[src/rtl/evo_array_pkg.sv]
// ---------------------------------------------------------------------------
// evo_array_pkg
// Shared types and helpers for the evolvable LUT array:
//   state_t       configuration loader FSM states
//   cell_cfg_t    decoded cell configuration word {func, sel_a, sel_b}
//   clog2_min1    ceil(log2(n)) with a floor of 1 bit
//   cfg_width     config word width for a given select width
//   unpack_cell   split a raw config word into cell_cfg_t for a select width
// ---------------------------------------------------------------------------
package evo_array_pkg;

    typedef enum logic [1:0] {
        ST_IDLE   = 2'd0,
        ST_LOAD   = 2'd1,
        ST_COMMIT = 2'd2
    } state_t;

    // Selects are carried at a fixed generous width so the struct is
    // independent of the array size; unused upper bits are always zero.
    localparam int SEL_W_MAX  = 16;
    localparam int WORD_W_MAX = 4 + 2 * SEL_W_MAX;

    typedef struct packed {
        logic [3:0]           func;
        logic [SEL_W_MAX-1:0] sel_a;
        logic [SEL_W_MAX-1:0] sel_b;
    } cell_cfg_t;

    function automatic int clog2_min1(input int n);
        return (n <= 1) ? 1 : $clog2(n);
    endfunction

    function automatic int cfg_width(input int sw);
        return 4 + 2 * sw;
    endfunction

    // Raw word layout is {func[3:0], sel_a[sw-1:0], sel_b[sw-1:0]}.
    function automatic cell_cfg_t unpack_cell(input logic [WORD_W_MAX-1:0] word,
                                              input int sw);
        cell_cfg_t             c;
        logic [WORD_W_MAX-1:0] m;
        m       = (WORD_W_MAX'(1) << sw) - WORD_W_MAX'(1);
        c.sel_b = SEL_W_MAX'(word & m);
        c.sel_a = SEL_W_MAX'((word >> sw) & m);
        c.func  = 4'(word >> (2 * sw));
        return c;
    endfunction

endpackage

[src/rtl/evo_array_cell.sv]
// ---------------------------------------------------------------------------
// evo_cell
// One 2-input LUT cell. Output = func[{srcA, srcB}], srcA is the MSB.
// Only sources below LIMIT are reachable; any other select reads 0, which
// also keeps the array free of combinational loops.
// Ports:
//   i_src  [LIMIT-1:0]  sources visible to this cell
//   i_cfg  cell_cfg_t   decoded configuration
//   o_y                 cell output (combinational)
// ---------------------------------------------------------------------------
module evo_cell
    import evo_array_pkg::*;
#(
    parameter int LIMIT = 3
) (
    input  logic [LIMIT-1:0] i_src,
    input  cell_cfg_t        i_cfg,
    output logic             o_y
);

    logic w_a;
    logic w_b;

    // Source selection and LUT lookup
    always_comb begin
        w_a = 1'b0;
        w_b = 1'b0;
        for (int i = 0; i < LIMIT; i++) begin
            w_a = w_a | ((i_cfg.sel_a == SEL_W_MAX'(i)) & i_src[i]);
            w_b = w_b | ((i_cfg.sel_b == SEL_W_MAX'(i)) & i_src[i]);
        end
        o_y = i_cfg.func[{w_a, w_b}];
    end

endmodule

[src/rtl/evo_array.sv]
// ---------------------------------------------------------------------------
// evo_array
// ROWS x COLS grid of 2-input LUT cells, feed-forward by column, with a
// shadow/active configuration scheme loaded through a valid/ready stream.
// Optional feature macro: EVO_ARRAY_READBACK_EN adds rb_addr/rb_data.
// Ports:
//   clk, rst_n            clock, async active-low reset
//   in    [N_IN-1:0]      primary inputs
//   out   [N_OUT-1:0]     registered outputs (1-cycle latency)
//   cfg_start             begin (or restart) a load
//   cfg_valid, cfg_data   config word stream, accepted when cfg_ready
//   cfg_ready             high only while loading
//   cfg_done              one-cycle pulse when the new config is committed
//   cfg_err               sticky: an accepted word had an illegal select
//   rb_addr, rb_data      (readback build) registered active-word readback
// Load order: C cell words (k = c*ROWS + r), then N_OUT output-select words.
// ---------------------------------------------------------------------------
module evo_array
    import evo_array_pkg::*;
#(
    parameter int N_IN  = 3,
    parameter int N_OUT = 2,
    parameter int ROWS  = 3,
    parameter int COLS  = 3
) (
    input  logic                                                    clk,
    input  logic                                                    rst_n,
    input  logic [N_IN-1:0]                                         in,
    output logic [N_OUT-1:0]                                        out,
    input  logic                                                    cfg_start,
    input  logic                                                    cfg_valid,
    input  logic [cfg_width(clog2_min1(N_IN + ROWS * COLS))-1:0]    cfg_data,
    output logic                                                    cfg_ready,
    output logic                                                    cfg_done,
    output logic                                                    cfg_err
`ifdef EVO_ARRAY_READBACK_EN
    ,
    input  logic [clog2_min1(ROWS * COLS + N_OUT)-1:0]              rb_addr,
    output logic [cfg_width(clog2_min1(N_IN + ROWS * COLS))-1:0]    rb_data
`endif
);

    localparam int C  = ROWS * COLS;
    localparam int S  = N_IN + C;
    localparam int SW = clog2_min1(S);
    localparam int CW = cfg_width(SW);
    localparam int NW = C + N_OUT;
    localparam int AW = clog2_min1(NW);

    state_t           r_state;
    state_t           w_next_state;
    logic [AW-1:0]    r_cnt;
    logic [CW-1:0]    r_shd [NW];
    logic [CW-1:0]    r_act [NW];
    logic [CW-1:0]    w_cfg [NW];
    logic [N_OUT-1:0] r_out;
    logic [N_OUT-1:0] w_out_nxt;
    logic             r_err;
    logic             w_accept;
    logic             w_last;
    logic             w_restart;
    logic             w_word_bad;
    cell_cfg_t        w_word_cfg;
    logic [S-1:0]     w_all;

    // A start in LOAD wins over a concurrent word; start in COMMIT is ignored.
    assign w_restart = cfg_start & (r_state != ST_COMMIT);
    assign w_accept  = cfg_valid & (r_state == ST_LOAD) & ~cfg_start;
    assign w_last    = (r_cnt == AW'(NW - 1));

    // FSM state register
    always_ff @(posedge clk or negedge rst_n) begin
        if (!rst_n) begin
            r_state <= ST_IDLE;
        end else begin
            r_state <= w_next_state;
        end
    end

    // FSM next-state logic
    always_comb begin
        w_next_state = r_state;
        case (r_state)
            ST_IDLE: begin
                if (cfg_start) w_next_state = ST_LOAD;
                else           w_next_state = ST_IDLE;
            end
            ST_LOAD: begin
                if (cfg_start)               w_next_state = ST_LOAD;
                else if (w_accept && w_last) w_next_state = ST_COMMIT;
                else                         w_next_state = ST_LOAD;
            end
            ST_COMMIT: w_next_state = ST_IDLE;
            default:   w_next_state = ST_IDLE;
        endcase
    end

    // Legality of the word currently offered, judged by its load position
    always_comb begin
        w_word_bad = 1'b0;
        w_word_cfg = unpack_cell(WORD_W_MAX'(cfg_data), SW);
        for (int k = 0; k < C; k++) begin
            w_word_bad = w_word_bad | ((r_cnt == AW'(k)) &
                ((w_word_cfg.sel_a >= SEL_W_MAX'(N_IN + (k / ROWS) * ROWS)) |
                 (w_word_cfg.sel_b >= SEL_W_MAX'(N_IN + (k / ROWS) * ROWS))));
        end
        for (int j = 0; j < N_OUT; j++) begin
            w_word_bad = w_word_bad | ((r_cnt == AW'(C + j)) &
                ({1'b0, cfg_data[SW-1:0]} >= (SW + 1)'(S)));
        end
    end

    // Word counter, shadow config and sticky error flag
    always_ff @(posedge clk or negedge rst_n) begin
        if (!rst_n) begin
            r_cnt <= {AW{1'b0}};
            r_err <= 1'b0;
            for (int k = 0; k < NW; k++) r_shd[k] <= {CW{1'b0}};
        end else if (w_restart) begin
            r_cnt <= {AW{1'b0}};
            r_err <= 1'b0;
            for (int k = 0; k < NW; k++) r_shd[k] <= {CW{1'b0}};
        end else if (w_accept) begin
            r_shd[r_cnt] <= cfg_data;
            r_cnt        <= w_last ? {AW{1'b0}} : r_cnt + AW'(1);
            r_err        <= r_err | w_word_bad;
        end
    end

    // Active config takes the shadow at the end of COMMIT
    always_ff @(posedge clk or negedge rst_n) begin
        if (!rst_n) begin
            for (int k = 0; k < NW; k++) r_act[k] <= {CW{1'b0}};
        end else if (r_state == ST_COMMIT) begin
            for (int k = 0; k < NW; k++) r_act[k] <= r_shd[k];
        end
    end

    // During COMMIT the array already evaluates the shadow, so the output
    // register captures the new behaviour on the same edge that commits it.
    always_comb begin
        for (int k = 0; k < NW; k++) begin
            w_cfg[k] = (r_state == ST_COMMIT) ? r_shd[k] : r_act[k];
        end
    end

    // Column-by-column source vectors: column c sees inputs plus columns < c.
    genvar gc, gr;
    for (gc = 0; gc < COLS; gc++) begin : g_col
        localparam int LIMIT = N_IN + gc * ROWS;
        logic [S-1:0]    w_src;
        logic [ROWS-1:0] w_y;
        if (gc == 0) begin : g_first
            assign w_src = S'(in);
        end else begin : g_next
            assign w_src = g_col[gc-1].w_src |
                           (S'(g_col[gc-1].w_y) << (N_IN + (gc - 1) * ROWS));
        end
        for (gr = 0; gr < ROWS; gr++) begin : g_row
            cell_cfg_t w_ccfg;
            assign w_ccfg = unpack_cell(WORD_W_MAX'(w_cfg[gc * ROWS + gr]), SW);
            evo_cell #(.LIMIT(LIMIT)) u_cell (
                .i_src (w_src[LIMIT-1:0]),
                .i_cfg (w_ccfg),
                .o_y   (w_y[gr])
            );
        end
    end

    assign w_all = g_col[COLS-1].w_src |
                   (S'(g_col[COLS-1].w_y) << (N_IN + (COLS - 1) * ROWS));

    // Output selects: low SW bits of each output word, >= S reads 0
    always_comb begin
        w_out_nxt = {N_OUT{1'b0}};
        for (int j = 0; j < N_OUT; j++) begin
            for (int i = 0; i < S; i++) begin
                w_out_nxt[j] = w_out_nxt[j] |
                               ((w_cfg[C + j][SW-1:0] == SW'(i)) & w_all[i]);
            end
        end
    end

    // Output register
    always_ff @(posedge clk or negedge rst_n) begin
        if (!rst_n) begin
            r_out <= {N_OUT{1'b0}};
        end else begin
            r_out <= w_out_nxt;
        end
    end

    assign out       = r_out;
    assign cfg_ready = (r_state == ST_LOAD);
    assign cfg_done  = (r_state == ST_COMMIT);
    assign cfg_err   = r_err;

`ifdef EVO_ARRAY_READBACK_EN
    logic [CW-1:0] r_rb;

    // Registered readback of the active config; out-of-range reads 0
    always_ff @(posedge clk or negedge rst_n) begin
        if (!rst_n) begin
            r_rb <= {CW{1'b0}};
        end else begin
            r_rb <= {CW{1'b0}};
            for (int k = 0; k < NW; k++) begin
                if (rb_addr == AW'(k)) r_rb <= r_act[k];
            end
        end
    end

    assign rb_data = r_rb;
`endif

endmodule

[config.mk]
export PLATFORM = sky130hd
export DESIGN_NAME = evo_array
export DESIGN_NICKNAME = d
export VERILOG_FILES = /design/src/rtl/evo_array_pkg.sv /design/src/rtl/evo_array_cell.sv /design/src/rtl/evo_array.sv
export SDC_FILE = /design/constraint.sdc
export NUM_CORES = 1
export LEC_CHECK = 0
export ABC_AREA = 0
export BUFFER_PORTS_ARGS = -buffer_cell sky130_fd_sc_hd__buf_2
export CORE_MARGIN = 2
export CORE_UTILIZATION = 50
export DETAILED_ROUTE_END_ITERATION = 6
export PLACE_DENSITY = 0.63
export SKIP_CTS_REPAIR_TIMING = 1
export SLEW_MARGIN = 25
export SYNTH_ARGS = -nofsm -noshare
export SYNTH_HDL_FRONTEND = slang
export SYNTH_SLANG_ARGS = --single-unit
[constraint.sdc]
create_clock -name clk -period 4.6 [get_ports clk]
set_input_delay 0.92 -clock clk [delete_from_list [all_inputs] [get_ports clk]]
set_output_delay 0.92 -clock clk [all_outputs]
set_load 0.01 [all_outputs]
==> impl_results.html, run 1 <==
<table>
<tr><th>Metric</th><th>Value</th></tr>
<tr><th colspan="2">Final layout</th></tr>
<tr><td>Signed area change from the synthesized netlist to the final layout</td><td>12.5%</td></tr>
<tr><td>Fraction of layout instances using a drive strength above 1</td><td>0.115</td></tr>
<tr><td>Fraction of the core area covered by cells at the end of the flow</td><td>0.571</td></tr>
<tr><td>Final Instance Area</td><td>13,400 um2</td></tr>
<tr><td>Register area</td><td>6030 um2</td></tr>
<tr><td>Area used by multi-input combinational logic</td><td>5390 um2</td></tr>
<tr><td>Post-layout instance count excluding filler cells</td><td>1,662</td></tr>
<tr><td>Total Nets Final</td><td>1,341</td></tr>
<tr><td>Diode insertion count for antenna repair</td><td>0</td></tr>
<tr><td>Count of filler cells inserted in the layout</td><td>2,178</td></tr>
<tr><th colspan="2">Synthesis</th></tr>
<tr><td>Synth top cells by count</td><td>nand2_1 (398), dfrtp_1 (241), a21oi_1 (120), mux2i_1 (90), nand3_1 (73)</td></tr>
<tr><td>Synthesized flop and latch total</td><td>241</td></tr>
<tr><td>Number of warnings issued by yosys</td><td>0</td></tr>
<tr><td>Avg Inst Size Synth</td><td>8.97 um2</td></tr>
<tr><td>Total nets after synthesis</td><td>1,344</td></tr>
<tr><td>Cells after synthesis</td><td>1,325</td></tr>
<tr><td>Share of synthesized registers carrying an async set or reset</td><td>1.00</td></tr>
<tr><td>Area share of the leading cell type in the synthesized netlist</td><td>0.507</td></tr>
<tr><td>Most instantiated flip-flop cell in the synthesis netlist</td><td>dfrtp_1</td></tr>
<tr><td>Fraction of the yosys area taken by sequential cells</td><td>0.507</td></tr>
<tr><td>Most area-consuming cells after synthesis</td><td>dfrtp_1 (51%), nand2_1 (13%), mux2i_1 (7.6%)</td></tr>
<tr><td>Most instantiated library cell after synthesis</td><td>nand2_1</td></tr>
<tr><td>Distinct cell type count of the synthesized netlist</td><td>75</td></tr>
<tr><td>Post-synth EDFFs</td><td>0</td></tr>
<tr><td>Cell area after synthesis</td><td>11,900 um2</td></tr>
<tr><td>Library cell with the largest summed area after synthesis</td><td>dfrtp_1</td></tr>
<tr><th colspan="2">Worst setup path</th></tr>
<tr><td>Bufs and invs on worst path</td><td>1</td></tr>
<tr><td>Kind of cell adding the most delay to the critical path</td><td>compound AO/OA/AOI/OAI gates</td></tr>
<tr><td>Required time at the worst-slack endpoint</td><td>5020 ps</td></tr>
<tr><td>Cell-by-cell trace of the critical path</td><td>nand2b_4 &gt; buf_12 &gt; or3_1 &gt; a22oi_2 &gt; a21oi_1 &gt; a311o_1 &gt; a22oi_1 &gt; o21a_1 &gt; a21oi_1 &gt; a311oi_4 &gt; nor2_2 &gt; o311ai_4 &gt; mux2i_1 &gt; mux2i_1 &gt; a22oi_1 &gt; o211ai_2</td></tr>
<tr><td>Max Fanout on Critical Path</td><td>52</td></tr>
<tr><td>Critical-path cell with the highest stage delay</td><td>a311oi_4</td></tr>
<tr><td>Element type at the critical path start</td><td>flop</td></tr>
<tr><td>Category of the worst setup path capture point</td><td>flop</td></tr>
<tr><td>Path type of the worst setup path</td><td>reg2reg</td></tr>
<tr><td>Biggest cell delay along the critical path</td><td>440 ps</td></tr>
<tr><td>Arrival time of the worst setup path</td><td>4730 ps</td></tr>
<tr><th colspan="2">STA</th></tr>
<tr><td>Setup TNS after final layout</td><td>0 ps</td></tr>
<tr><td>Post-layout worst setup margin</td><td>284 ps</td></tr>
<tr><td>Share of the clock period used by the worst path after layout</td><td>0.938</td></tr>
<tr><td>Skew final</td><td>13.7 ps</td></tr>
<tr><td>Number of hold-slack violations in the final timing report</td><td>0</td></tr>
<tr><td>Fmax</td><td>232 MHz</td></tr>
<tr><td>Tmin final</td><td>4320 ps</td></tr>
<tr><td>Minimum hold slack</td><td>402 ps</td></tr>
<tr><td>Final slew viol count</td><td>0</td></tr>
<tr><td>Setup repair after global routing missed its margin</td><td>false</td></tr>
<tr><td>Number of setup violations in the final report</td><td>0</td></tr>
<tr><td>Slew margin rel.</td><td>0.359</td></tr>
<tr><td>Worst Tran Pin Value</td><td>961 ps</td></tr>
<tr><th colspan="2">Pwr</th></tr>
<tr><td>Peak supply drop</td><td>323 uV</td></tr>
<tr><td>Clk pwr share</td><td>0.491</td></tr>
<tr><td>Switching component of the power</td><td>1.12 mW</td></tr>
<tr><td>Leak pwr</td><td>6.55 nW</td></tr>
<tr><td>Switching part of the total</td><td>0.236</td></tr>
<tr><td>Power per standard cell area</td><td>356 nW/um2</td></tr>
<tr><td>Tot Pwr</td><td>4.77 mW</td></tr>
<tr><td>Share of power burned in registers</td><td>0.449</td></tr>
<tr><td>Int Power</td><td>3.64 mW</td></tr>
<tr><td>Logic pwr share</td><td>0.060</td></tr>
<tr><th colspan="2">Floorplanning</th></tr>
<tr><td>Rows</td><td>56</td></tr>
<tr><td>Number of top-level pins</td><td>24</td></tr>
<tr><td>Area enclosed by the die boundary</td><td>25,000 um2</td></tr>
<tr><td>Width of the die</td><td>158 um</td></tr>
<tr><td>Placeable Area</td><td>23,400 um2</td></tr>
<tr><td>Initial cell density of the core</td><td>0.508</td></tr>
<tr><td>Die Y</td><td>158 um</td></tr>
<tr><th colspan="2">Clock tree</th></tr>
<tr><td>Insertion delay of the later-clocked pin in the worst-skew pair</td><td>550 ps</td></tr>
<tr><td>Register clock-pin slew on the reported worst setup and hold paths</td><td>60 ps</td></tr>
<tr><td>Sinks on Clock Net</td><td>241</td></tr>
<tr><td>Library cell used as clock root buffer</td><td>clkbuf_16</td></tr>
<tr><td>Clock tree from TritonCTS</td><td>done</td></tr>
<tr><td>H-tree lvl count</td><td>1</td></tr>
<tr><td>Maximum buffer depth of the clock tree</td><td>3</td></tr>
<tr><td>TritonCTS buffer count</td><td>28</td></tr>
<tr><th colspan="2">Detailed routing</th></tr>
<tr><td>Aggregate routed wire length</td><td>33,900 um</td></tr>
<tr><td>Overall via count from detail_route</td><td>9,716</td></tr>
<tr><td>Routed WL per cell</td><td>20.4 um</td></tr>
<tr><td>DRT antenna net count</td><td>0</td></tr>
<tr><td>Count of unresolved DRC violations after routing</td><td>0</td></tr>
<tr><td>Vias per std cell</td><td>5.85</td></tr>
<tr><td>Starting DRC count in detailed routing</td><td>704</td></tr>
<tr><td>Detailed-router iteration count before antenna repair</td><td>5</td></tr>
<tr><th colspan="2">Run</th></tr>
<tr><td>Maxcap violations</td><td>0</td></tr>
<tr><th colspan="2">Status</th></tr>
<tr><td>Result of the run</td><td>finished, final reports clean</td></tr>
<tr><th colspan="2">Placed design</th></tr>
<tr><td>Area post-placement</td><td>12,300 um2</td></tr>
<tr><td>Count of input and output buffers</td><td>23</td></tr>
<tr><td>Detailed placement HPWL</td><td>20,500 um</td></tr>
<tr><td>Placed instance count</td><td>1,609</td></tr>
<tr><td>Placement-stage worst setup slack</td><td>40.4 ps</td></tr>
<tr><td>RD Place Congestion</td><td>0.849</td></tr>
<tr><th colspan="2">Global route</th></tr>
<tr><td>Global-route wire length before repair</td><td>53,800 um</td></tr>
<tr><td>Global router's overall resource usage</td><td>0.281</td></tr>
<tr><td>Maximum number of pins on one net before global-route repair</td><td>115</td></tr>
<tr><td>Antenna violations before repair</td><td>1</td></tr>
<tr><td>Grt ovf</td><td>0</td></tr>
<tr><td>Number of global-route vias before repair</td><td>9,386</td></tr>
<tr><th colspan="2">Hold path</th></tr>
<tr><td>Worst hold path class</td><td>in2async</td></tr>
</table>
-- layout make-up --
type / instances / area share
multi-input combinational: 951 / 0.403
clock inverter: 11 / 0.0121
inverter: 43 / 0.0124
sequential: 241 / 0.451
tap: 319 / 0.0298
clock buffer: 40 / 0.0603
timing repair buffer: 57 / 0.0312
-- cell families (layout without fill, tap and decap cells) --
family	Yosys count	after routing	share of synthesized area
AO/OA/AOI/OAI	225	225	0.126
multiplexers	105	105	0.0973
AND/OR/NAND/NOR	620	620	0.221
buffers and inverters	133	151	0.0476
flip-flops	241	241	0.507
XOR/XNOR	1	1	0.000737
-- path summary, 6_finish.rpt --
kind | from | endpoint | slack [ps] | depth (start not counted)
max reg2reg | r_state[0] | out[0] | 280 | 16
max | r_state[0] | out[0] | 280 | 16
min | rst_n | r_shd[122] | 400 | 1
min in group clk | r_act[82] | r_act[82] | 470 | 2
min reg2reg | r_act[82] | r_act[82] | 470 | 2
max in group asynchronous | rst_n | r_shd[24] | 3170 | 2
-- per-layer routing --
layer / global-route usage / wire (um) / share of wire / up-vias
met3: 0.0526 / 2340 / 0.069 / 67
met1: 0.406 / 15000 / 0.44 / 4839
met5: 0 / 0 / 0 / -
met2: 0.437 / 15600 / 0.46 / 315
li1: - / - / - / 4495
met4: 0.0764 / 991 / 0.029 / 0
-- power by group through the flow --
stage          sequential [mW]  combinational, mW  clock (mW)
3_5_place_dp              2.18              0.278           0
5_1_grt                   2.14              0.308        2.46
6_report                  2.14              0.286        2.34
4_1_cts                   2.14              0.279        2.36
2_1_floorplan             2.18              0.136           0
3_3_place_gp              2.18              0.277           0
-- state kept, by name, indices dropped and copies added (netlist names) --
signal,count
cfg_err,1
r_cnt,4
r_state,2
r_act,116
out,2
r_shd,116
-- layout by cell type (no fill, tap or decap), types with 22 or more instances in the layout --
cell       instances
a21oi_1          120
buf_2             22
buf_4             31
clkbuf_16         29
dfrtp_1          241
inv_1             41
mux2i_1           87
nand2_1          398
nand3_1           73
nor2_1            63
nor3_1            32
Note: power is estimated with default switching activity, not from simulation.
==> run 2, diff against run 1 <==
--- a/config.mk
+++ b/config.mk
@@ -7,10 +7,11 @@
 export LEC_CHECK = 0
 export ABC_AREA = 0
 export BUFFER_PORTS_ARGS = -buffer_cell sky130_fd_sc_hd__buf_2
+export CORE_ASPECT_RATIO = 1.25
 export CORE_MARGIN = 2
 export CORE_UTILIZATION = 50
 export DETAILED_ROUTE_END_ITERATION = 6
-export PLACE_DENSITY = 0.63
+export PLACE_DENSITY = 0.65
 export SKIP_CTS_REPAIR_TIMING = 1
 export SLEW_MARGIN = 25
 export SYNTH_ARGS = -nofsm -noshare
==> constraint.sdc (replaced) <==
create_clock -name clk -period 3.75 [get_ports clk]
set_input_delay 0.75 -clock clk [delete_from_list [all_inputs] [get_ports clk]]
set_output_delay 0.75 -clock clk [all_outputs]
set_load 0.01 [all_outputs]
==> impl_results.html, run 2 (synthesized netlist as in run 1, its figures left out) <==
<table>
<tr><th>Metric</th><th>Value</th></tr>
<tr><th colspan="2">Worst setup path</th></tr>
<tr><td>Path type of the worst setup path</td><td>reg2reg (unchanged)</td></tr>
<tr><td>Endpoint of the worst-slack reg-to-reg timing path</td><td>out[1] (was out[0])</td></tr>
<tr><td>Element type at the critical path start</td><td>flop (unchanged)</td></tr>
<tr><td>R2r worst-path depth</td><td>21 (was 16)</td></tr>
<tr><td>Required time at the worst-slack endpoint</td><td>4150 ps (was 5020 ps)</td></tr>
<tr><td>Reg2Reg Setup Slack</td><td>-390 ps (was 280 ps)</td></tr>
<tr><td>Max Fanout on Critical Path</td><td>8 (was 52)</td></tr>
<tr><td>Launch instance of the worst register-to-register path</td><td>r_state[0] (unchanged)</td></tr>
<tr><td>Category of the worst setup path capture point</td><td>flop (unchanged)</td></tr>
<tr><td>Arrival time of the worst setup path</td><td>4540 ps (was 4730 ps)</td></tr>
<tr><th colspan="2">Clock tree</th></tr>
<tr><td>Maximum buffer depth of the clock tree</td><td>3 (unchanged)</td></tr>
<tr><td>TritonCTS buffer count</td><td>26 (was 28)</td></tr>
<tr><td>H-tree lvl count</td><td>1 (unchanged)</td></tr>
<tr><td>Register clock-pin slew on the reported worst setup and hold paths</td><td>60 ps (about the same)</td></tr>
<tr><td>Library cell used as clock root buffer</td><td>clkbuf_16 (unchanged)</td></tr>
<tr><td>Sinks on Clock Net</td><td>241 (unchanged)</td></tr>
<tr><td>Clock tree from TritonCTS</td><td>done (unchanged)</td></tr>
<tr><td>Insertion delay of the later-clocked pin in the worst-skew pair</td><td>540 ps (was 550 ps)</td></tr>
<tr><th colspan="2">STA</th></tr>
<tr><td>Setup TNS after final layout</td><td>-679 ps (was 0 ps)</td></tr>
<tr><td>Number of setup violations in the final report</td><td>2 (was 0)</td></tr>
<tr><td>Share of the clock period used by the worst path after layout</td><td>1.10 (was 0.938)</td></tr>
<tr><td>Number of hold-slack violations in the final timing report</td><td>0 (unchanged)</td></tr>
<tr><td>Worst Tran Pin Value</td><td>787 ps (was 961 ps)</td></tr>
<tr><td>Final slew viol count</td><td>0 (unchanged)</td></tr>
<tr><td>Fmax</td><td>242 MHz (was 232 MHz)</td></tr>
<tr><td>Minimum hold slack</td><td>193 ps (was 402 ps)</td></tr>
<tr><td>Slew margin rel.</td><td>0.476 (was 0.359)</td></tr>
<tr><td>Skew final</td><td>16.6 ps (was 13.7 ps)</td></tr>
<tr><td>Tmin final</td><td>4140 ps (was 4320 ps)</td></tr>
<tr><td>Setup repair after global routing missed its margin</td><td>true (was false)</td></tr>
<tr><td>Post-layout worst setup margin</td><td>-386 ps (was 284 ps)</td></tr>
<tr><th colspan="2">Run</th></tr>
<tr><td>Maxcap violations</td><td>0 (unchanged)</td></tr>
<tr><th colspan="2">Floorplanning</th></tr>
<tr><td>Area enclosed by the die boundary</td><td>25,000 um2 (about the same)</td></tr>
<tr><td>Width of the die</td><td>142 um (was 158 um)</td></tr>
<tr><td>Die Y</td><td>176 um (was 158 um)</td></tr>
<tr><td>Initial cell density of the core</td><td>0.504 (was 0.508)</td></tr>
<tr><td>Rows</td><td>63 (was 56)</td></tr>
<tr><td>Number of top-level pins</td><td>24 (unchanged)</td></tr>
<tr><td>Placeable Area</td><td>23,600 um2 (was 23,400 um2)</td></tr>
<tr><th colspan="2">Detailed routing</th></tr>
<tr><td>Count of unresolved DRC violations after routing</td><td>0 (unchanged)</td></tr>
<tr><td>Starting DRC count in detailed routing</td><td>866 (was 704)</td></tr>
<tr><td>Detailed-router iteration count before antenna repair</td><td>6 (was 5)</td></tr>
<tr><td>DRT antenna net count</td><td>0 (unchanged)</td></tr>
<tr><td>Routed WL per cell</td><td>19.8 um (was 20.4 um)</td></tr>
<tr><td>Aggregate routed wire length</td><td>34,100 um (was 33,900 um)</td></tr>
<tr><td>Overall via count from detail_route</td><td>9,968 (was 9,716)</td></tr>
<tr><td>Vias per std cell</td><td>5.80 (was 5.85)</td></tr>
<tr><th colspan="2">Pwr</th></tr>
<tr><td>Peak supply drop</td><td>380 uV (was 323 uV)</td></tr>
<tr><td>Clk pwr share</td><td>0.453 (was 0.491)</td></tr>
<tr><td>Share of power burned in registers</td><td>0.480 (was 0.449)</td></tr>
<tr><td>Leak pwr</td><td>6.93 nW (was 6.55 nW)</td></tr>
<tr><td>Tot Pwr</td><td>5.49 mW (was 4.77 mW)</td></tr>
<tr><td>Switching component of the power</td><td>1.33 mW (was 1.12 mW)</td></tr>
<tr><td>Switching part of the total</td><td>0.242 (was 0.236)</td></tr>
<tr><td>Power per standard cell area</td><td>393 nW/um2 (was 356 nW/um2)</td></tr>
<tr><td>Logic pwr share</td><td>0.067 (was 0.060)</td></tr>
<tr><td>Int Power</td><td>4.16 mW (was 3.64 mW)</td></tr>
<tr><th colspan="2">Global route</th></tr>
<tr><td>Grt ovf</td><td>0 (unchanged)</td></tr>
<tr><td>Number of global-route vias before repair</td><td>9,805 (was 9,386)</td></tr>
<tr><td>Global-route wire length before repair</td><td>54,000 um (was 53,800 um)</td></tr>
<tr><td>Global router's overall resource usage</td><td>0.276 (was 0.281)</td></tr>
<tr><td>Maximum number of pins on one net before global-route repair</td><td>98 (was 115)</td></tr>
<tr><td>Antenna violations before repair</td><td>0 (was 1)</td></tr>
<tr><th colspan="2">Final layout</th></tr>
<tr><td>Post-layout instance count excluding filler cells</td><td>1,718 (was 1,662)</td></tr>
<tr><td>Count of filler cells inserted in the layout</td><td>2,050 (was 2,178)</td></tr>
<tr><td>Leading cell type in the layout, fill and taps excluded</td><td>nand2_1 (unchanged)</td></tr>
<tr><td>Registers with the most flip-flops</td><td>r_act: 116 flops, r_shd: 116 flops, r_cnt: 4 flops (unchanged)</td></tr>
<tr><td>Signed area change from the synthesized netlist to the final layout</td><td>17.6% (was 12.5%)</td></tr>
<tr><td>Top library cells by usage in the layout, fill and taps aside</td><td>nand2_1 (397), dfrtp_1 (240), a21oi_1 (119) (was nand2_1 (398), dfrtp_1 (241), a21oi_1 (120))</td></tr>
<tr><td>Final Instance Area</td><td>14,000 um2 (was 13,400 um2)</td></tr>
<tr><td>Diode insertion count for antenna repair</td><td>0 (unchanged)</td></tr>
<tr><td>Fraction of the core area covered by cells at the end of the flow</td><td>0.593 (was 0.571)</td></tr>
<tr><td>Total Nets Final</td><td>1,426 (was 1,341)</td></tr>
<tr><td>Fraction of layout instances using a drive strength above 1</td><td>0.177 (was 0.115)</td></tr>
<tr><th colspan="2">Status</th></tr>
<tr><td>Result of the run</td><td>finished with violations (was finished, final reports clean)</td></tr>
<tr><td>Violated checks</td><td>negative setup slack</td></tr>
<tr><th colspan="2">Placed design</th></tr>
<tr><td>Detailed placement HPWL</td><td>21,900 um (was 20,500 um)</td></tr>
<tr><td>Area post-placement</td><td>12,800 um2 (was 12,300 um2)</td></tr>
<tr><td>Count of input and output buffers</td><td>23 (unchanged)</td></tr>
<tr><td>RD Place Congestion</td><td>0.896 (was 0.849)</td></tr>
<tr><td>Placed instance count</td><td>1,648 (was 1,609)</td></tr>
<tr><td>Placement-stage worst setup slack</td><td>-492 ps (was 40.4 ps)</td></tr>
<tr><th colspan="2">Hold path</th></tr>
<tr><td>Worst hold path class</td><td>in2async (unchanged)</td></tr>
</table>
-- run 2: cell count changes in the layout (fill, tap and decap cells not counted), sizes merged --
cell / change
buf: +86
clkinvlp: +1
inv: -1
bufinv: -3
-- run 2: how the worst max path moves through the flow --
| stage | startpoint | endpoint | slack [ps] |
|---|---|---|---|
| after detailed placement | r_state[0] | out[1] | -490 |
| after global placement | r_state[0] | out[0] | -370 |
| final | r_state[0] | out[1] | -390 |
| after floorplan | r_state[0] | out[0] | -70 |
| after global routing | r_state[0] | out[0] | -510 |
| after CTS | r_state[0] | out[0] | -510 |
-- run 2: power by group through the flow --
stage | registers [mW] | clock network [mW] | logic (mW)
4_1_cts | 2.63 | 2.53 | 0.348
3_5_place_dp | 2.68 | 0 | 0.347
2_1_floorplan | 2.67 | 0 | 0.167
5_1_grt | 2.63 | 2.62 | 0.397
6_report | 2.63 | 2.49 | 0.366
3_3_place_gp | 2.68 | 0 | 0.344
-- run 2: routing by layer --
metal  routed length, um  global-route usage  part of all wire  vias to the layer above
li1                    -                   -                 -                     4661
met1               14100               0.368              0.41                     4951
met2               16800               0.466              0.49                      289
met3                1930              0.0328             0.057                       67
met4                1210               0.103             0.035                        0
met5                   0                   0                 0                        -
-- run 2: area by class of cell --
type | count | area, um2 | area share
clock buffers | 39 | 741 | 0.0530
clock inverters | 8 | 73.8 | 0.00528
inverters | 43 | 174 | 0.0124
multi-input cells | 951 | 5450 | 0.390
flip-flops and latches | 241 | 6030 | 0.432
well taps | 292 | 365 | 0.0262
repair buffers | 144 | 1130 | 0.0810
-- run 2: critical path, stage by stage, from the launching register on --
cell and delay (ps):
dfrtp_1 410, nand2b_4 210, clkinv_8 90, buf_6 130
mux2_2 350, o21a_1 110, a311oi_2 260, buf_4 180
nor3_2 40, nor2_1 130, buf_4 170, o31ai_2 80
or3_1 330, a311oi_2 200, buf_4 190, buf_6 100
o31ai_2 50, o21ai_1 190, a31oi_2 140, and4b_1 240
o311ai_1 270, o211ai_1 140
==> run 3, diff against run 2 <==
--- a/config.mk
+++ b/config.mk
@@ -7,7 +7,7 @@
 export LEC_CHECK = 0
 export ABC_AREA = 0
 export BUFFER_PORTS_ARGS = -buffer_cell sky130_fd_sc_hd__buf_2
-export CORE_ASPECT_RATIO = 1.25
+export CAP_MARGIN = 10
 export CORE_MARGIN = 2
 export CORE_UTILIZATION = 50
 export DETAILED_ROUTE_END_ITERATION = 6
==> constraint.sdc (replaced) <==
create_clock -name clk -period 3.6 [get_ports clk]
set_input_delay 0.72 -clock clk [delete_from_list [all_inputs] [get_ports clk]]
set_output_delay 0.72 -clock clk [all_outputs]
set_load 0.01 [all_outputs]
==> impl_results.html, run 3 (synthesized netlist as in run 1, its figures left out) <==
<table>
<tr><th>Metric</th><th>Value</th></tr>
<tr><th colspan="2">Status</th></tr>
<tr><td>Result of the run</td><td>finished with violations (unchanged)</td></tr>
<tr><td>Violated checks</td><td>negative setup slack (unchanged)</td></tr>
<tr><th colspan="2">Final layout</th></tr>
<tr><td>Diode insertion count for antenna repair</td><td>0 (unchanged)</td></tr>
<tr><td>Total Nets Final</td><td>1,418 (was 1,426)</td></tr>
<tr><td>Leading cell type in the layout, fill and taps excluded</td><td>nand2_1 (unchanged)</td></tr>
<tr><td>Fraction of the core area covered by cells at the end of the flow</td><td>0.596 (was 0.593)</td></tr>
<tr><td>Fraction of layout instances using a drive strength above 1</td><td>0.167 (was 0.177)</td></tr>
<tr><td>Top library cells by usage in the layout, fill and taps aside</td><td>nand2_1 (397), dfrtp_1 (241), a21oi_1 (120) (was nand2_1 (397), dfrtp_1 (240), a21oi_1 (119))</td></tr>
<tr><td>Registers with the most flip-flops</td><td>r_act: 116 flops, r_shd: 116 flops, r_cnt: 4 flops (unchanged)</td></tr>
<tr><td>Signed area change from the synthesized netlist to the final layout</td><td>17.3% (was 17.6%)</td></tr>
<tr><th colspan="2">Global route</th></tr>
<tr><td>Antenna violations before repair</td><td>0 (unchanged)</td></tr>
<tr><td>Global router's overall resource usage</td><td>0.284 (was 0.276)</td></tr>
<tr><td>Global-route wire length before repair</td><td>54,300 um (was 54,000 um)</td></tr>
<tr><td>Grt ovf</td><td>0 (unchanged)</td></tr>
<tr><td>Maximum number of pins on one net before global-route repair</td><td>73 (was 98)</td></tr>
<tr><td>Number of global-route vias before repair</td><td>9,601 (was 9,805)</td></tr>
<tr><th colspan="2">Floorplanning</th></tr>
<tr><td>Initial cell density of the core</td><td>0.508 (was 0.504)</td></tr>
<tr><td>Number of top-level pins</td><td>24 (unchanged)</td></tr>
<tr><td>Placeable Area</td><td>23,400 um2 (was 23,600 um2)</td></tr>
<tr><td>Rows</td><td>56 (was 63)</td></tr>
<tr><td>Area enclosed by the die boundary</td><td>25,000 um2 (about the same)</td></tr>
<tr><td>Width of the die</td><td>158 um (was 142 um)</td></tr>
<tr><td>Die Y</td><td>158 um (was 176 um)</td></tr>
<tr><th colspan="2">Detailed routing</th></tr>
<tr><td>Vias per std cell</td><td>5.73 (was 5.80)</td></tr>
<tr><td>Detailed-router iteration count before antenna repair</td><td>5 (was 6)</td></tr>
<tr><td>Starting DRC count in detailed routing</td><td>942 (was 866)</td></tr>
<tr><td>Aggregate routed wire length</td><td>34,600 um (was 34,100 um)</td></tr>
<tr><td>Count of unresolved DRC violations after routing</td><td>0 (unchanged)</td></tr>
<tr><td>DRT antenna net count</td><td>0 (unchanged)</td></tr>
<tr><td>Overall via count from detail_route</td><td>9,919 (was 9,968)</td></tr>
<tr><td>Routed WL per cell</td><td>20.0 um (was 19.8 um)</td></tr>
<tr><th colspan="2">Clock tree</th></tr>
<tr><td>Insertion delay of the later-clocked pin in the worst-skew pair</td><td>540 ps (about the same)</td></tr>
<tr><td>Clock tree from TritonCTS</td><td>done (unchanged)</td></tr>
<tr><td>Register clock-pin slew on the reported worst setup and hold paths</td><td>60 ps (about the same)</td></tr>
<tr><td>Library cell used as clock root buffer</td><td>clkbuf_16 (unchanged)</td></tr>
<tr><td>Sinks on Clock Net</td><td>241 (unchanged)</td></tr>
<tr><td>H-tree lvl count</td><td>1 (unchanged)</td></tr>
<tr><td>TritonCTS buffer count</td><td>27 (was 26)</td></tr>
<tr><td>Maximum buffer depth of the clock tree</td><td>3 (unchanged)</td></tr>
<tr><th colspan="2">STA</th></tr>
<tr><td>Setup repair after global routing missed its margin</td><td>true (unchanged)</td></tr>
<tr><td>Number of hold-slack violations in the final timing report</td><td>0 (unchanged)</td></tr>
<tr><td>Number of setup violations in the final report</td><td>2 (unchanged)</td></tr>
<tr><td>Tmin final</td><td>4140 ps (about the same)</td></tr>
<tr><td>Skew final</td><td>14.5 ps (was 16.6 ps)</td></tr>
<tr><td>Post-layout worst setup margin</td><td>-540 ps (was -386 ps)</td></tr>
<tr><td>Final slew viol count</td><td>0 (unchanged)</td></tr>
<tr><td>Fmax</td><td>242 MHz (about the same)</td></tr>
<tr><td>Worst Tran Pin Value</td><td>873 ps (was 787 ps)</td></tr>
<tr><td>Slew margin rel.</td><td>0.416 (was 0.476)</td></tr>
<tr><td>Share of the clock period used by the worst path after layout</td><td>1.15 (was 1.10)</td></tr>
<tr><th colspan="2">Placed design</th></tr>
<tr><td>Count of input and output buffers</td><td>23 (unchanged)</td></tr>
<tr><td>RD Place Congestion</td><td>0.912 (was 0.896)</td></tr>
<tr><td>Detailed placement HPWL</td><td>22,100 um (was 21,900 um)</td></tr>
<tr><th colspan="2">Worst setup path</th></tr>
<tr><td>Path type of the worst setup path</td><td>reg2reg (unchanged)</td></tr>
<tr><td>Launch instance of the worst register-to-register path</td><td>r_state[0] (unchanged)</td></tr>
<tr><td>Category of the worst setup path capture point</td><td>flop (unchanged)</td></tr>
<tr><td>Critical-path cell with the highest stage delay</td><td>dfrtp_1 (unchanged)</td></tr>
<tr><td>Arrival time of the worst setup path</td><td>4600 ps (was 4540 ps)</td></tr>
<tr><td>Reg2Reg Setup Slack</td><td>-540 ps (was -390 ps)</td></tr>
<tr><td>R2r worst-path depth</td><td>18 (was 21)</td></tr>
<tr><td>Endpoint of the worst-slack reg-to-reg timing path</td><td>out[0] (was out[1])</td></tr>
<tr><td>Max Fanout on Critical Path</td><td>8 (unchanged)</td></tr>
<tr><td>Biggest cell delay along the critical path</td><td>410 ps (about the same)</td></tr>
<tr><td>Required time at the worst-slack endpoint</td><td>4060 ps (was 4150 ps)</td></tr>
<tr><td>Cell-by-cell trace of the critical path</td><td>nand2b_4 &gt; buf_12 &gt; or3_1 &gt; a22oi_2 &gt; a21oi_1 &gt; nand3b_1 &gt; buf_4 &gt; a22oi_1 &gt; o21a_1 &gt; a21oi_1 &gt; a311oi_2 &gt; buf_4 &gt; nor2_4 &gt; a211oi_2 &gt; o21ai_1 &gt; a311oi_2 &gt; a22oi_1 &gt; o211ai_2 (was nand2b_4 &gt; clkinv_8 &gt; buf_6 &gt; mux2_2 &gt; o21a_1 &gt; a311oi_2 &gt; buf_4 &gt; nor3_2 &gt; nor2_1 &gt; buf_4 &gt; o31ai_2 &gt; or3_1 &gt; a311oi_2 &gt; buf_4 &gt; buf_6 &gt; o31ai_2 &gt; o21ai_1 &gt; a31oi_2 &gt; and4b_1 &gt; o311ai_1 &gt; o211ai_1)</td></tr>
<tr><td>Element type at the critical path start</td><td>flop (unchanged)</td></tr>
<tr><th colspan="2">Pwr</th></tr>
<tr><td>Tot Pwr</td><td>5.62 mW (was 5.49 mW)</td></tr>
<tr><td>Power per standard cell area</td><td>403 nW/um2 (was 393 nW/um2)</td></tr>
<tr><td>Leak pwr</td><td>6.88 nW (was 6.93 nW)</td></tr>
<tr><td>Peak supply drop</td><td>402 uV (was 380 uV)</td></tr>
<tr><th colspan="2">Hold path</th></tr>
<tr><td>Worst hold path class</td><td>in2async (unchanged)</td></tr>
<tr><th colspan="2">Run</th></tr>
<tr><td>Maxcap violations</td><td>0 (unchanged)</td></tr>
</table>
run 3: cell count changes in the layout (fill, tap and decap cells not counted), sizes merged:
cell      change
buf          -10
clkbuf        -3
bufinv        -1
clkinv        +1
clkinvlp      -1
inv           +1
run 3: worst max-delay path: cells and delay by family, from the launching register on:
kind / cells / cell delay (ps)
compound gates: 11 / 2060
buf+inv: 3 / 630
flops: 1 / 410
simple gates: 4 / 930
run 3: power breakdown:
group,internal (mW),total [mW],switching (mW)
logic,0.118,0.396,0.277
clock network,1.41,2.49,1.08
registers,2.72,2.74,0.0143
run 3: area by class of cell:
cell class / instances / area (um2)
inverter: 43 / 174
sequential: 241 / 6030
fill: 2044 / 9460
clock buffer: 36 / 729
clock inverter: 7 / 45.0
timing repair buffer: 134 / 1100
tap: 319 / 399
timing repair inverter: 1 / 8.76
multi-input combinational: 951 / 5460
run 3: through the flow:
step	hold WS, ps	cells	worst slack (ps)	TNS, ps	instance area (um2)
3_5_place_dp	457	1678	-660	-1290	12900
4_1_cts	165	1721	-663	-1290	13700
2_1_floorplan	424	1325	-220	-595	11900
6_report	132	1732	-540	-1070	13900
3_3_place_gp	456	1678	-465	-913	12900
5_1_grt	185	1732	-779	-1530	13900
run 3: routing by layer:
layer  wire length, um  global-route usage  vias up
li1                  -                   -     4661
met1             15400               0.417     4835
met2             15400               0.432      370
met3              2820              0.0547       53
met4               849              0.0789        0
met5                 0                   0        -
run 3: worst max path at each step:
| stage | start | end | slack (ps) | cells after the start |
|---|---|---|---|---|
| after floorplan | r_state[0] | out[0] | -220 | 20 |
| final | r_state[0] | out[0] | -540 | 18 |
| after global placement | r_state[0] | out[1] | -470 | 16 |
| after detailed placement | r_state[0] | out[0] | -660 | 16 |
| after global routing | r_state[0] | out[0] | -780 | 19 |
| after CTS | r_state[0] | out[0] | -660 | 16 |
